[config.mk]
export PLATFORM = sky130hd
export DESIGN_NAME = five_bit_serial_adder
export DESIGN_NICKNAME = d
export VERILOG_FILES = /design/src/rtl/five_bit_serial_adder.sv
export SDC_FILE = /design/constraint.sdc
export NUM_CORES = 1
export LEC_CHECK = 0
export ABC_AREA = 0
export CAP_MARGIN = 20
export CORE_MARGIN = 8
export CORE_UTILIZATION = 40
export DETAILED_ROUTE_END_ITERATION = 16
export SLEW_MARGIN = 30
export SYNTH_ARGS = -nofsm -noshare
export SYNTH_HDL_FRONTEND = slang
export SYNTH_SLANG_ARGS = --single-unit
[constraint.sdc]
create_clock -name clk -period 1.3 [get_ports clk]
set_input_delay 0.325 -clock clk [delete_from_list [all_inputs] [get_ports clk]]
set_output_delay 0.325 -clock clk [all_outputs]
set_load 0.01 [all_outputs]
[src/rtl/five_bit_serial_adder.sv]
// Bit-serial adder: one full-adder slice and a carry flop, one bit per clock.
// Define SERIAL_ADDSUB_EN to add a sub input that computes A-B instead.
module five_bit_serial_adder #(
   parameter int WIDTH = 5,
   parameter int CNT_W = 3
) (
   input  logic             clk,
   input  logic             rst_n,
   input  logic             start,
`ifdef SERIAL_ADDSUB_EN
   input  logic             sub,
`endif
   input  logic [WIDTH-1:0] a,
   input  logic [WIDTH-1:0] b,
   output logic             busy,
   output logic             done,
   output logic [WIDTH-1:0] sum,
   output logic             carry_out
);

   typedef enum logic [1:0] {
      S_IDLE,
      S_ADD,
      S_DONE
   } state_t;

   state_t state;
   state_t state_next;

   logic [WIDTH-1:0] a_sh;
   logic [WIDTH-1:0] b_sh;
   logic [WIDTH-1:0] res_sh;
   logic [WIDTH-1:0] res_next;
   logic [CNT_W-1:0] idx;
   logic             carry;
   logic             carry_next;
   logic             s;
   logic             load;
   logic             last;
   logic             sub_op;

`ifdef SERIAL_ADDSUB_EN
   assign sub_op = sub;
`else
   assign sub_op = 1'b0;
`endif

   assign load = start && (state == S_IDLE || state == S_DONE);
   assign last = (state == S_ADD) && (idx == CNT_W'(WIDTH - 1));

   assign s          = a_sh[0] ^ b_sh[0] ^ carry;
   assign carry_next = (a_sh[0] & b_sh[0])
                     | (a_sh[0] & carry)
                     | (b_sh[0] & carry);
   assign res_next   = {s, res_sh[WIDTH-1:1]};

   always_ff @(posedge clk or negedge rst_n) begin
      if (!rst_n) begin
         state <= S_IDLE;
      end else begin
         state <= state_next;
      end
   end

   always_comb begin
      state_next = state;
      unique case (state)
         S_IDLE: if (start) state_next = S_ADD;
         S_ADD:  if (last)  state_next = S_DONE;
         S_DONE: state_next = start ? S_ADD : S_IDLE;
         default: state_next = S_IDLE;
      endcase
   end

   always_comb begin
      busy = (state == S_ADD);
      done = (state == S_DONE);
   end

   // Subtraction is A + ~B + 1, so the carry flop seeds the +1.
   always_ff @(posedge clk or negedge rst_n) begin
      if (!rst_n) begin
         a_sh      <= '0;
         b_sh      <= '0;
         res_sh    <= '0;
         idx       <= '0;
         carry     <= 1'b0;
         sum       <= '0;
         carry_out <= 1'b0;
      end else if (load) begin
         a_sh   <= a;
         b_sh   <= sub_op ? ~b : b;
         res_sh <= '0;
         idx    <= '0;
         carry  <= sub_op;
      end else if (state == S_ADD) begin
         a_sh   <= {1'b0, a_sh[WIDTH-1:1]};
         b_sh   <= {1'b0, b_sh[WIDTH-1:1]};
         res_sh <= res_next;
         carry  <= carry_next;
         idx    <= idx + 1'b1;
         if (last) begin
            sum       <= res_next;
            carry_out <= carry_next;
         end
      end
   end

endmodule

==> key figures, run 1 <==
Synthesis
  • Yosys warnings: 0
  • Mapped Area: 1310 sq um
  • Largest family of logic cells by synthesized area: multiplexers
  • Post-Synth XOR/XNOR Area: 0.0134
  • Compound-gate portion of the synthesized area: 0.123
  • Syn Inst Count: 107
  • Mux share of post-synthesis cell area: 0.174
  • Register bit total from synthesis: 26
  • Synth unique cells: 28
  • Post-Synth Simple-Gate Area: 0.109
  • Post-Synth Adder-Cell Area: 0.0344
  • Mapped Nets: 123
  • Register area share after synthesis: 0.498
  • Mean post-synth cell area: 12.2 sq um

Worst setup path
  • Critical path class: flip-flop to flip-flop
  • Data arrival time of the critical path: 1.68 ns
  • Crit path max-delay family: adder cells
  • Buf+Inv Stages, Crit Path: 0
  • Critical Path Start Type: flip-flop
  • FF-to-FF setup slack: -0.16 ns
  • Worst-path cell chain: fa_2 -> mux2_4 -> a22o_1
  • Critical Path Fanout Max: 2
  • RR Endpoint: res_sh[4]$_DFFE_PN0P_
  • Worst stage delay on the critical path: 0.47 ns
  • Max stage delay cell, worst path: fa_2
  • Reg2reg path depth: 3
  • Worst EP required: 1.52 ns
  • RR Startpoint: a_sh[0]$_DFFE_PN0P_
  • CP endpoint kind: flip-flop

Floorplan
  • Die W: 73.2 um
  • Num rows: 20
  • Core area: 3080 sq um
  • # IOs: 21
  • Die height: 73.2 um
  • Die ar.: 5350 sq um
  • Initial core utilization: 0.425

Worst hold path
  • Worst min-delay path category: input pin to asynchronous set/reset pin

Global routing
  • Largest net degree at the start of global routing: 27
  • Vias in the first global route: 1060
  • Initial antenna violation count: 0
  • Total GRT Usage: 0.114
  • First-pass GRT wire length: 4840 um
  • Remaining Overflow, GRT: 0

Route
  • Routed WL: 2720 um
  • Drt drc: 0
  • Vias per cell: 4.82
  • Routed vias: 963
  • Iteration-0 DRC count of the detailed router: 37
  • Routed Antenna Nets: 0
  • Drt first pass iters: 3
  • DR WL/cell: 13.6 um

Status
  • Status: finished with violations
  • Failing checks: setup timing

STA
  • Final setup viols: 5
  • Crit path time final: 1.46 ns
  • Highest Clock Rate: 683 MHz
  • Final Hold Viols: 0
  • Period utilization: 1.13
  • Worst setup margin: -0.164 ns
  • Slew at the pin closest to its max-slew limit: 0.233 ns
  • Layout Skew: 0.000710 ns
  • Slew Limit Fails: 0
  • RSZ-0062 raised after global routing: yes
  • Slew HR: 0.845

Power and ir drop
  • Maximum VDD drop: 1.33 mV
  • Power per cell area: 2270 nW/um^2
  • Total power after layout: 4050 uW
  • Leakage power total: 0.000845 uW

Cells and area
  • Layout area overhead: 36.7%
  • Share of post-route cells with drive strength above 1: 0.391
  • Nets: 174
  • Fill count: 280
  • Diode count: 0
  • Non-Filler Instances: 200

Place
  • DP HPWL: 1970 um
  • DP Cell Count: 184
  • RePlAce Congestion: 0.750
  • Port bufs: 20

Clock network
  • Clock sink count: 26
  • Clock buffer depth: 2
  • Hold buffers post-CTS: 0
  • CTS tree: yes
  • Worst-path clk slew: 0.13 ns
  • Clock root buffer: clkbuf_4
  • Clk Latency, worst-skew pair: 0.31 ns
  • H-tree level count: 1
  • Num CTS Buffers: 3

Flow run
  • Max-cap violations: 0
-- power by group --
part	leakage (uW)	total, uW	internal, uW	switching (uW)
Combinational	0.000507	2280	1410	870
Clock	0.0000138	331	108	223
Sequential	0.000324	1440	1170	267
Total	0.000845	4050	2690	1360
-- layer usage --
layer | track usage | share of wire | up-vias
met4 | 0.0333 | 0.0077 | 0
met2 | 0.188 | 0.47 | 17
li1 | - | - | 479
met1 | 0.141 | 0.48 | 465
met5 | 0 | 0 | -
met3 | 0.0316 | 0.047 | 2
-- worst max-delay path by stage --
stage | start | to | slack [ns] | cells past startpoint
floorplan | carry$_DFFE_PN0P_ | res_sh[4]$_DFFE_PN0P_ | -0.14 | 3
global placement | start | b_sh[2]$_DFFE_PN0P_ | -0.16 | 5
detailed placement | start | b_sh[2]$_DFFE_PN0P_ | -0.21 | 5
CTS | a_sh[0]$_DFFE_PN0P_ | res_sh[4]$_DFFE_PN0P_ | -0.17 | 3
global route | a_sh[0]$_DFFE_PN0P_ | res_sh[4]$_DFFE_PN0P_ | -0.20 | 3
finish | a_sh[0]$_DFFE_PN0P_ | res_sh[4]$_DFFE_PN0P_ | -0.16 | 3
-- area by class of cell --
type | instances | area (sq um) | area share
clock buffers | 3 | 22.5 | 0.0126
inverters | 4 | 20.0 | 0.0112
multi-input cells | 71 | 607 | 0.340
flip-flops and latches | 26 | 652 | 0.365
well taps | 44 | 55.1 | 0.0308
repair buffers | 52 | 430 | 0.241
-- cells by family after synthesis --
| group | count (synthesis) |
|---|---|
| muxes | 19 |
| and+or+nand+nor | 24 |
| adders and majority gates | 3 |
| AOI/OAI and AO/OA | 23 |
| buffers and inverters | 10 |
| DFF | 26 |
| xor gates and xnor gates | 2 |
-- metrics by stage --
stage,area (sq um),hold slack (ns),TNS [ns],util,setup slack (ns)
global route,1790,0.348,-1.08,0.580,-0.204
global placement,1680,0.495,-2.96,0.546,-0.165
detailed placement,1680,0.493,-3.62,0.546,-0.209
CTS,1790,0.351,-0.527,0.582,-0.167
floorplan,1310,0.0294,-0.146,-,-0.135
finish,1790,0.352,-0.440,0.580,-0.164
-- registers in the layout, indices dropped and copies added (netlist names) --
register and cells:
res_sh 4, idx 3, carry 1, a_sh 5, carry_out 1, sum 5, state 2, b_sh 5
-- cell usage after synthesis --
library cell / number / area (sq um)
dfrtp_1: 26 / 651
o22ai_1: 2 / 12.5
mux2i_1: 7 / 70.1
nand2b_1: 2 / 12.5
mux2_2: 6 / 67.6
nand2_1: 5 / 18.8
nor3_1: 2 / 10.0
fa_1: 1 / 20.0
inv_6: 1 / 8.76
nand2b_4: 1 / 13.8
o21ai_0: 2 / 10.0
a211oi_1: 5 / 37.5
nor2b_1: 7 / 43.8
a22oi_1: 1 / 7.51
inv_1: 3 / 11.3
nand3_1: 3 / 15.0
xnor2_1: 2 / 17.5
a21oi_1: 5 / 25.0
a22o_1: 7 / 61.3
mux2_4: 6 / 90.1
clkbuf_1: 2 / 7.51
buf_4: 1 / 7.51
ha_1: 2 / 25.0
nand3_4: 1 / 17.5
nor2_1: 3 / 11.3
buf_2: 1 / 5.00
o31ai_1: 1 / 7.51
buf_6: 2 / 22.5
-- cell usage in the layout, fill, tap and decap left out, types with 2 or more instances in the layout --
cell type / netlist / routed
a211oi_1: 5 / 5
mux2i_1: 7 / 7
o22ai_1: 2 / 2
mux2_4: 6 / 8
nor2b_1: 7 / 7
clkbuf_4: 0 / 3
dfrtp_1: 26 / 25
clkdlybuf4s50_1: 0 / 12
inv_1: 3 / 3
buf_4: 1 / 28
nand2_1: 5 / 5
mux2_2: 6 / 4
o21ai_0: 2 / 2
nand2b_1: 2 / 2
clkbuf_2: 0 / 6
nor3_1: 2 / 2
buf_6: 2 / 4
a22o_1: 7 / 7
a21oi_1: 5 / 5
xnor2_1: 2 / 2
nand3_1: 3 / 3
nor2_1: 3 / 3
-- what timing repair did --
action,4_1_cts,5_1_grt
buffers inserted,10,3
gates resized for setup,26,8
pin swaps,2,2
endpoints found under the hold margin,0,0
setup endpoints to repair,17,21
(Power assumes the default switching activity.)
==> run 2, diff against run 1 <==
--- a/config.mk
+++ b/config.mk
@@ -9,6 +9,7 @@
 export CAP_MARGIN = 20
 export CORE_MARGIN = 8
 export CORE_UTILIZATION = 40
+export CTS_CLUSTER_SIZE = 25
 export DETAILED_ROUTE_END_ITERATION = 16
 export SLEW_MARGIN = 30
 export SYNTH_ARGS = -nofsm -noshare
==> results of run 2 <==
No change in the layout: final DEF, timing and power equal those of run 1.
==> run 3, diff against run 2 <==
--- a/config.mk
+++ b/config.mk
@@ -11,6 +11,8 @@
 export CORE_UTILIZATION = 40
 export CTS_CLUSTER_SIZE = 25
 export DETAILED_ROUTE_END_ITERATION = 16
+export DONT_BUFFER_PORTS = 1
+export RECOVER_POWER = 100
 export SLEW_MARGIN = 30
 export SYNTH_ARGS = -nofsm -noshare
 export SYNTH_HDL_FRONTEND = slang
==> run 3 against run 2 <==
  * The flow still finishes with violations (setup timing)
  * Non-clock buffer count shrank 33
  * Critical path type unchanged
  * Sequential share of layout area grew 6.4 points
  * Die area is the same
  * Register-to-register slack is essentially flat
  * Highest routed layer unchanged
  * Worst hold slack lost 0.27 ns
==> key figures, run 3 (synthesized netlist as in run 1, its figures left out) <==
Power and ir drop
  • Power per cell area: 2470 nW/um^2
  • Total power after layout: 3740 uW
  • Maximum VDD drop: 0.900 mV
  • Leakage power total: 0.000695 uW

Place
  • DP HPWL: 1720 um
  • Port bufs: 0
  • RePlAce Congestion: 0.746
  • Place WS: -0.151 ns

Global routing
  • Total GRT Usage: 0.0995
  • Largest net degree at the start of global routing: 28
  • Vias in the first global route: 897
  • Initial antenna violation count: 0
  • First-pass GRT wire length: 4220 um
  • Remaining Overflow, GRT: 0

Worst setup path
  • Worst EP required: 1.52 ns
  • Critical Path Start Type: flip-flop
  • Max stage delay cell, worst path: fa_2
  • Worst stage delay on the critical path: 0.48 ns
  • Critical Path Fanout Max: 2
  • Critical path class: flip-flop to flip-flop
  • CP endpoint kind: flip-flop
  • Worst-path cell chain: fa_2 -> mux2_4 -> a22o_1
  • Data arrival time of the critical path: 1.69 ns

Floorplan
  • Die height: 73.2 um
  • # IOs: 21
  • Num rows: 20
  • Initial core utilization: 0.425
  • Core area: 3080 sq um
  • Die ar.: 5350 sq um
  • Die W: 73.2 um

Clock network
  • Num CTS Buffers: 3
  • Clock sink count: 26
  • CTS tree: yes
  • H-tree level count: 1
  • Worst-path clk slew: 0.13 ns
  • Clock root buffer: clkbuf_4
  • Clock buffer depth: 2
  • Clk Latency, worst-skew pair: 0.31 ns

Route
  • DR WL/cell: 15.0 um
  • DR top layer: met4
  • Routed WL: 2510 um
  • Iteration-0 DRC count of the detailed router: 26
  • Routed met2 length: 1160 um
  • WL met1: 1150 um
  • Drt drc: 0
  • Routed vias: 858
  • Routed Antenna Nets: 0
  • Met3 wire length: 189 um
  • Drt first pass iters: 4
  • Vias per cell: 5.14

STA
  • Slew at the pin closest to its max-slew limit: 0.643 ns
  • Layout Skew: 0.000804 ns
  • Period utilization: 1.13
  • Worst setup margin: -0.175 ns
  • Final setup viols: 10
  • Highest Clock Rate: 678 MHz
  • Crit path time final: 1.47 ns
  • RSZ-0062 raised after global routing: yes
  • Final Hold Viols: 0
  • Slew HR: 0.571
  • Slew Limit Fails: 0

Cells and area
  • Most frequent cells in the layout: dfrtp_1 (26), buf_4 (10), mux2_4 (8)
  • Share of post-route cells with drive strength above 1: 0.325
  • Fill count: 299
  • Top flop regs: a_sh x5, b_sh x5, sum x5
  • Nets: 141
  • Commonest non-fill, non-tap cell in the layout: dfrtp_1
  • Final design utilization: 0.493
  • Diode count: 0
  • Layout area overhead: 16.0%

Status
  • Status: finished with violations
  • Failing checks: setup timing

Flow run
  • Max-cap violations: 0

Worst hold path
  • Worst min-delay path category: input pin to flip-flop
## run 3: timing repair
item                                    4_1_cts  5_1_grt
hold buffers                                  2        0
endpoints found under the setup margin        5       10
setup buffers                                 4        2
pin swaps                                     1        2
gates resized for setup                       6        4
hold endpoints to repair                     26        0
## run 3: per-stage QoR
stage | TNS (ns) | hold WS (ns) | instance area [sq um] | std cells
2_1_floorplan | -0.146 | 0.0294 | 1310 | 107
3_3_place_gp | -0.146 | 0.0303 | 1420 | 156
3_5_place_dp | -0.180 | 0.0303 | 1420 | 156
4_1_cts | -0.545 | 0.0694 | 1530 | 165
5_1_grt | -1.46 | 0.0559 | 1520 | 167
6_report | -0.890 | 0.0851 | 1520 | 167
## run 3: final timing paths
path,from,end,slack (ns),depth (start not counted)
max in group asynchronous,rst_n,state[0]$_DFFE_PN0P_,0.33,2
min in group asynchronous,rst_n,res_sh[2]$_DFFE_PN0P_,0.56,2
worst min-delay path,start,idx[0]$_DFFE_PN0P_,0.09,1
worst max register to register,carry$_DFFE_PN0P_,res_sh[4]$_DFFE_PN0P_,-0.17,3
worst max-delay path,carry$_DFFE_PN0P_,res_sh[4]$_DFFE_PN0P_,-0.17,3
worst min register to register,a_sh[2]$_DFFE_PN0P_,a_sh[2]$_DFFE_PN0P_,0.55,2
## run 3: worst max-delay path: cells and delay by family, from the launching register on
family          cells  cell delay, ns
fa+ha+maj           1            0.48
flops               1            0.43
mux                 1            0.27
compound gates      1            0.20
## run 3: layer usage
layer	vias up	global-route usage
met1	422	0.126
met4	0	0.0267
met2	19	0.153
li1	415	-
met3	2	0.0385
met5	-	0
## run 3: where the power goes
| part | internal (uW) | total (uW) | switching, uW |
|---|---|---|---|
| combinational | 1170 | 1920 | 750 |
| sequential | 1170 | 1490 | 320 |
| clock | 108 | 333 | 224 |
## run 3: area by class of cell
cell class	count	area, sq um	area share
Clock buffer	3	22.5	0.0149
Multi-Input combinational cell	71	607	0.400
Tap cell	44	55.1	0.0363
Timing Repair Buffer	19	161	0.106
Sequential cell	26	651	0.429
Inverter	4	20.0	0.0132
